## config.mk

```make
export PLATFORM = sky130hd
export DESIGN_NAME = tone_generator
export DESIGN_NICKNAME = d
export VERILOG_FILES = /design/src/rtl/tone_generator.sv
export SDC_FILE = /design/constraint.sdc
export NUM_CORES = 1
export LEC_CHECK = 0
export ABC_AREA = 1
export BUFFER_PORTS_ARGS = -buffer_cell sky130_fd_sc_hd__buf_2
export CAP_MARGIN = 30
export CORE_MARGIN = 8
export CORE_UTILIZATION = 40
export CTS_CLUSTER_DIAMETER = 200
export DETAILED_ROUTE_END_ITERATION = 10
export PLACE_DENSITY = 0.6
export SKIP_CTS_REPAIR_TIMING = 1
export SLEW_MARGIN = 20
export SYNTH_ARGS = -nofsm -noshare
export SYNTH_HDL_FRONTEND = slang
export SYNTH_SLANG_ARGS = --single-unit
```

## constraint.sdc

```tcl
create_clock -name clk -period 3.15 [get_ports clk]
set_input_delay 0.4725 -clock clk [delete_from_list [all_inputs] [get_ports clk]]
set_output_delay 0.4725 -clock clk [all_outputs]
set_load 0.01 [all_outputs]
```

## src/rtl/tone_generator.sv

```systemverilog
// tone_generator: turns the sequencer's note code and octave into a square
// wave on the buzzer pin. A silent articulation gap is inserted on every
// note/octave change so consecutive and repeated notes stay audibly distinct.
module tone_generator #(
  parameter int unsigned CLK_HZ     = 100_000_000,
  parameter int unsigned GAP_CYCLES = 1_000_000,
  parameter int unsigned CNT_W      = 20
) (
  input  logic       clk,
  input  logic       reset,
  input  logic       enable,
  input  logic [3:0] note_in,
  input  logic [1:0] octave_in,
  output logic       speaker,
  output logic       active,
  output logic [3:0] cur_note
);

  localparam int unsigned GW = (GAP_CYCLES > 1) ? $clog2(GAP_CYCLES) : 1;

  typedef enum logic [1:0] {IDLE, GAP, TONE} state_t;

  state_t           state;
  logic [3:0]       note_q;
  logic [1:0]       oct_q;
  logic [GW-1:0]    gap_cnt;
  logic [CNT_W-1:0] half_cnt;
  logic [CNT_W-1:0] eff_half;
  logic             change;
  logic             tgt_snd;

  // Middle-octave half-period for a note code; all operands are elaboration
  // constants so each branch folds to a literal.
  function automatic int unsigned half_of(input logic [3:0] n);
    case (n)
      4'd1:    return CLK_HZ / (2 * 262);
      4'd2:    return CLK_HZ / (2 * 294);
      4'd3:    return CLK_HZ / (2 * 330);
      4'd4:    return CLK_HZ / (2 * 349);
      4'd5:    return CLK_HZ / (2 * 392);
      4'd6:    return CLK_HZ / (2 * 440);
      4'd7:    return CLK_HZ / (2 * 494);
      default: return 0;
    endcase
  endfunction

  // Octave-adjusted half-period of the registered note, plus change detection.
  // tgt_snd looks at the incoming code, so it describes the note the
  // registers will hold after this edge.
  always_comb begin
    eff_half = '0;
    case (oct_q)
      2'b01:   eff_half = CNT_W'(half_of(note_q) << 1);
      2'b10:   eff_half = CNT_W'(half_of(note_q) >> 1);
      default: eff_half = CNT_W'(half_of(note_q));
    endcase
    change  = ({note_in, octave_in} != {note_q, oct_q});
    tgt_snd = enable && (note_in >= 4'd1) && (note_in <= 4'd7);
  end

  // Input registers and IDLE/GAP/TONE sequencing with registered outputs.
  always_ff @(posedge clk or negedge reset) begin
    if (!reset) begin
      state    <= IDLE;
      note_q   <= '0;
      oct_q    <= '0;
      gap_cnt  <= '0;
      half_cnt <= '0;
      speaker  <= 1'b0;
      active   <= 1'b0;
      cur_note <= '0;
    end else begin
      note_q <= note_in;
      oct_q  <= octave_in;
      if (!enable) begin
        state    <= IDLE;
        gap_cnt  <= '0;
        half_cnt <= '0;
        speaker  <= 1'b0;
        active   <= 1'b0;
        cur_note <= '0;
      end else begin
        case (state)
          IDLE: begin
            gap_cnt  <= '0;
            half_cnt <= '0;
            if (tgt_snd) state <= GAP;
          end
          GAP: begin
            if (change && !tgt_snd) begin
              state   <= IDLE;
              gap_cnt <= '0;
            end else if (change) begin
              gap_cnt <= '0;
            end else if (gap_cnt == GW'(GAP_CYCLES - 1)) begin
              // Entry only happens without a change, so note_q is stable.
              state    <= TONE;
              gap_cnt  <= '0;
              half_cnt <= '0;
              speaker  <= 1'b0;
              active   <= 1'b1;
              cur_note <= note_q;
            end else begin
              gap_cnt <= gap_cnt + 1'b1;
            end
          end
          TONE: begin
            if (change) begin
              state    <= tgt_snd ? GAP : IDLE;
              gap_cnt  <= '0;
              half_cnt <= '0;
              speaker  <= 1'b0;
              active   <= 1'b0;
              cur_note <= '0;
            end else if (half_cnt == eff_half - 1'b1) begin
              half_cnt <= '0;
              speaker  <= ~speaker;
            end else begin
              half_cnt <= half_cnt + 1'b1;
            end
          end
          default: begin
            state    <= IDLE;
            gap_cnt  <= '0;
            half_cnt <= '0;
            speaker  <= 1'b0;
            active   <= 1'b0;
            cur_note <= '0;
          end
        endcase
      end
    end
  end

endmodule

```

==> impl_metrics.py <==
metrics = {
    "synth": {
        "synth_cells": 569,
        "synth_enable_flop_cells": 0,
        "synth.lib_cells_used.distinct": 44,
        "ys_ff_latch": 54,
        "synth_area_leader_cell": "sky130_fd_sc_hd__dfrtp_1",
        "ys_seq_area_share_pct": 35.0,
        "synth_top_flop_cell": "sky130_fd_sc_hd__dfrtp_1",
        "asyncSetResetFlopFracSynth_pct": 100,
        "yosys.area.top_type_share_pct": 35.0,
        "synth_warnings": 0,
        "synth_fp_nets": 583,
        "synthTopCellsByArea": "sky130_fd_sc_hd__dfrtp_1 35%, sky130_fd_sc_hd__nand2_1 16%, sky130_fd_sc_hd__inv_1 7.2%",
        "synth.cell_area_um2": 3860,
        "syn_area_per_cell_um2": 6.79,
    },
    "timing": {
        "final.setup.worst_slack_ns": 0.302,
        "final.setup_skew_ns": 0.0163,
        "timing.final.crit_share_pct": 90.4,
        "setup_viol_count_final": 0,
        "finalWorstPathRequiredPeriod_ns": 2.85,
        "tightest_slew_ns": 0.746,
        "grt_setup_unrepaired": "no",
        "final_max_slew_viol_count": 0,
        "peak_clock_frequency_supported_by_timing_mhz": 351,
        "final_hold_viol_count": 0,
        "relative_slew_margins_pct": 50.1,
    },
    "job": {
        "max_cap_viol_count": 0,
    },
    "cts": {
        "cts_root_buf": "sky130_fd_sc_hd__clkbuf_8",
        "cts_sinks": 54,
        "cts_buffer_depth": 2,
        "clk_pin_slew_ns": 0.11,
        "worstSkewPairLatency_ns": 0.32,
        "clock_tree.htree_level_count": 2,
        "cts_tree": "done",
        "numCtsBuffers": 5,
    },
    "pwr": {
        "vdd_drop_max_v": 0.000201,
        "p_per_cell_area_nw_per_um2": 339,
        "power.leakage_nw": 1.95,
    },
    "cells_and_area": {
        "syn2layout_area_growth_pct": 8.97,
        "layout_common_cells": "166 x sky130_fd_sc_hd__nand2_1, 74 x sky130_fd_sc_hd__inv_1, 56 x sky130_fd_sc_hd__nor2_1, 53 x sky130_fd_sc_hd__dfrtp_1, 38 x sky130_fd_sc_hd__nand3_1",
        "antenna-diode-count": 0,
        "final_common_cell": "sky130_fd_sc_hd__nand2_1",
        "post_route_cells_drive_above_1_share_pct": 11.9,
        "layout_fillers": 994,
        "final_net_count": 600,
        "layout.core_utilization_pct": 43.9,
    },
    "placement": {
        "detailedPlacementHpwl_mm": 7.34,
        "port_buffers": 14,
        "preCtsSetupSlack_ns": 0.0371,
        "gpl.final_weighted_congestion": 0.899,
    },
    "route": {
        "routed_wl_mm": 9.57,
        "avgViaCountPerCell": 5.07,
        "wl_per_cell_um": 13.3,
        "drt_iter0_drc": 266,
        "post-route-drc-count": 0,
        "drt_pass1_iterations": 5,
        "dr_total_vias": 3648,
        "detail-route-antenna-nets": 0,
    },
    "die": {
        "start_util_pct": 40.3,
        "fp.dieH_um": 114,
        "die_w_um": 114,
        "die-area_um2": 13100,
        "num_io_pins": 15,
        "core-area_um2": 9590,
        "fp-row-count": 36,
    },
    "worst_setup_path": {
        "worst-setup-path-type": "flip-flop to flip-flop",
        "cp-end-kind": "flip-flop",
        "largest_driver_fanout_on_the_critical_path": 17,
        "worstSetupStartpointType": "flip-flop",
        "worst_r2r_path_depth": 20,
        "worst-endpoint-required_ns": 3.35,
        "critical_path_arrival_ns": 3.05,
    },
    "grt": {
        "grt_first_pass_wirelength_mm": 16.3,
        "grt_overflow": 0,
        "initial_antenna_violation_count": 0,
        "grt_max_degree": 55,
        "gr-usage-all-layers_pct": 15.3,
        "grt_pass1_vias": 3497,
    },
    "outcome": {
        "outcome": "finished clean",
    },
    "min_path": {
        "min_path_type": "input port to asynchronous set/reset pin",
    },
}
-- cells in the mapped netlist (3+ instances only) --
cell / n
sky130_fd_sc_hd__nand2_1: 166
sky130_fd_sc_hd__inv_1: 74
sky130_fd_sc_hd__nor2_1: 58
sky130_fd_sc_hd__dfrtp_1: 54
sky130_fd_sc_hd__nand3_1: 39
sky130_fd_sc_hd__nor3_1: 21
sky130_fd_sc_hd__o21ai_0: 21
sky130_fd_sc_hd__nand4_1: 19
sky130_fd_sc_hd__xor2_1: 18
sky130_fd_sc_hd__a21oi_1: 16
sky130_fd_sc_hd__nor2_2: 12
sky130_fd_sc_hd__inv_2: 7
sky130_fd_sc_hd__o22ai_1: 6
sky130_fd_sc_hd__ha_1: 5
sky130_fd_sc_hd__nand3_2: 5
sky130_fd_sc_hd__nor4_1: 5
sky130_fd_sc_hd__or2_2: 5
sky130_fd_sc_hd__nand2_2: 4
sky130_fd_sc_hd__buf_6: 3
sky130_fd_sc_hd__nor3b_1: 3
-- routing by layer --
layer  global-route usage [%]  wire length [um]  vias up
li1                         -                 -     1875
met1                     19.5              4480     1687
met2                     25.6              4450       67
met3                     2.53               358       19
met4                     5.50               285        0
met5                        0                 0        -
-- kinds of logic (layout without fill, tap and decap cells) --
kind of cell / count (synthesis) / in the layout / share of synthesized area, %
simple gates: 342 / 342 / 40.0
buf+inv: 91 / 109 / 9.98
compound gates: 57 / 57 / 8.88
flops: 54 / 54 / 35.0
xor+xnor: 20 / 20 / 4.54
fa+ha+maj: 5 / 5 / 1.62
-- power by group --
part	total (W)	internal (W)	switching (W)
combinational	0.000319	0.000105	0.000213
clock	0.000399	0.000157	0.000242
sequential	0.000710	0.000701	0.00000890
-- critical path, cell delays in order, from the launching register on --
cell and delay, ns:
sky130_fd_sc_hd__dfrtp_1 0.37, sky130_fd_sc_hd__inv_1 0.07, sky130_fd_sc_hd__ha_1 0.32, sky130_fd_sc_hd__inv_2 0.13
sky130_fd_sc_hd__nand2_2 0.09, sky130_fd_sc_hd__inv_4 0.14, sky130_fd_sc_hd__nand3_1 0.15, sky130_fd_sc_hd__nand3_2 0.17
sky130_fd_sc_hd__nor2_4 0.07, sky130_fd_sc_hd__nand2_8 0.13, sky130_fd_sc_hd__nor2_2 0.07, sky130_fd_sc_hd__nand2_1 0.06
sky130_fd_sc_hd__nand2_1 0.05, sky130_fd_sc_hd__nor2_1 0.09, sky130_fd_sc_hd__nand2_1 0.07, sky130_fd_sc_hd__nor2_2 0.19
sky130_fd_sc_hd__nand3_1 0.11, sky130_fd_sc_hd__nand3_2 0.13, sky130_fd_sc_hd__nand2_2 0.11, sky130_fd_sc_hd__inv_8 0.14
sky130_fd_sc_hd__nor2_1 0.06
-- through the flow --
step / power [W] / instance area [um2] / std cells / setup TNS (ns) / hold WS, ns
5_1_grt: 0.00152 / 4210 / 720 / 0 / 0.262
3_5_place_dp: 0.00102 / 4060 / 712 / 0 / 0.492
4_1_cts: 0.00143 / 4150 / 720 / -0.00829 / 0.266
2_1_floorplan: 0.000952 / 3860 / 569 / 0 / 0.177
6_report: 0.00143 / 4210 / 720 / 0 / 0.272
3_3_place_gp: 0.00102 / 4060 / 712 / 0 / 0.484
-- state kept, by name, indices dropped and copies added (netlist names) --
register	flops
oct_q	2
state	2
active	1
speaker	1
cur_note	4
gap_cnt	20
half_cnt	20
note_q	4
-- path summary, 6_finish.rpt --
path | startpoint | endpoint | slack (ns)
max in group asynchronous | reset | note_q[1] | 2.41
worst max-delay path | oct_q[0] | half_cnt[5] | 0.30
worst max register to register | oct_q[0] | half_cnt[5] | 0.30
worst min-delay path | reset | gap_cnt[3] | 0.27
min in group clk | octave_in[0] | oct_q[0] | 0.28
worst min register to register | state[0] | state[0] | 0.51
-- layout make-up --
class | count | area (um2) | share of cell area (%)
timing repair buffer | 18 | 100 | 2.38
clock buffer | 5 | 68.8 | 1.63
sequential | 54 | 1350 | 32.1
multi-input combinational | 424 | 2180 | 51.7
tap | 133 | 166 | 3.95
clock inverter | 3 | 21.3 | 0.505
inverter | 83 | 324 | 7.70
No activity file was read; power rests on OpenSTA's default activity.
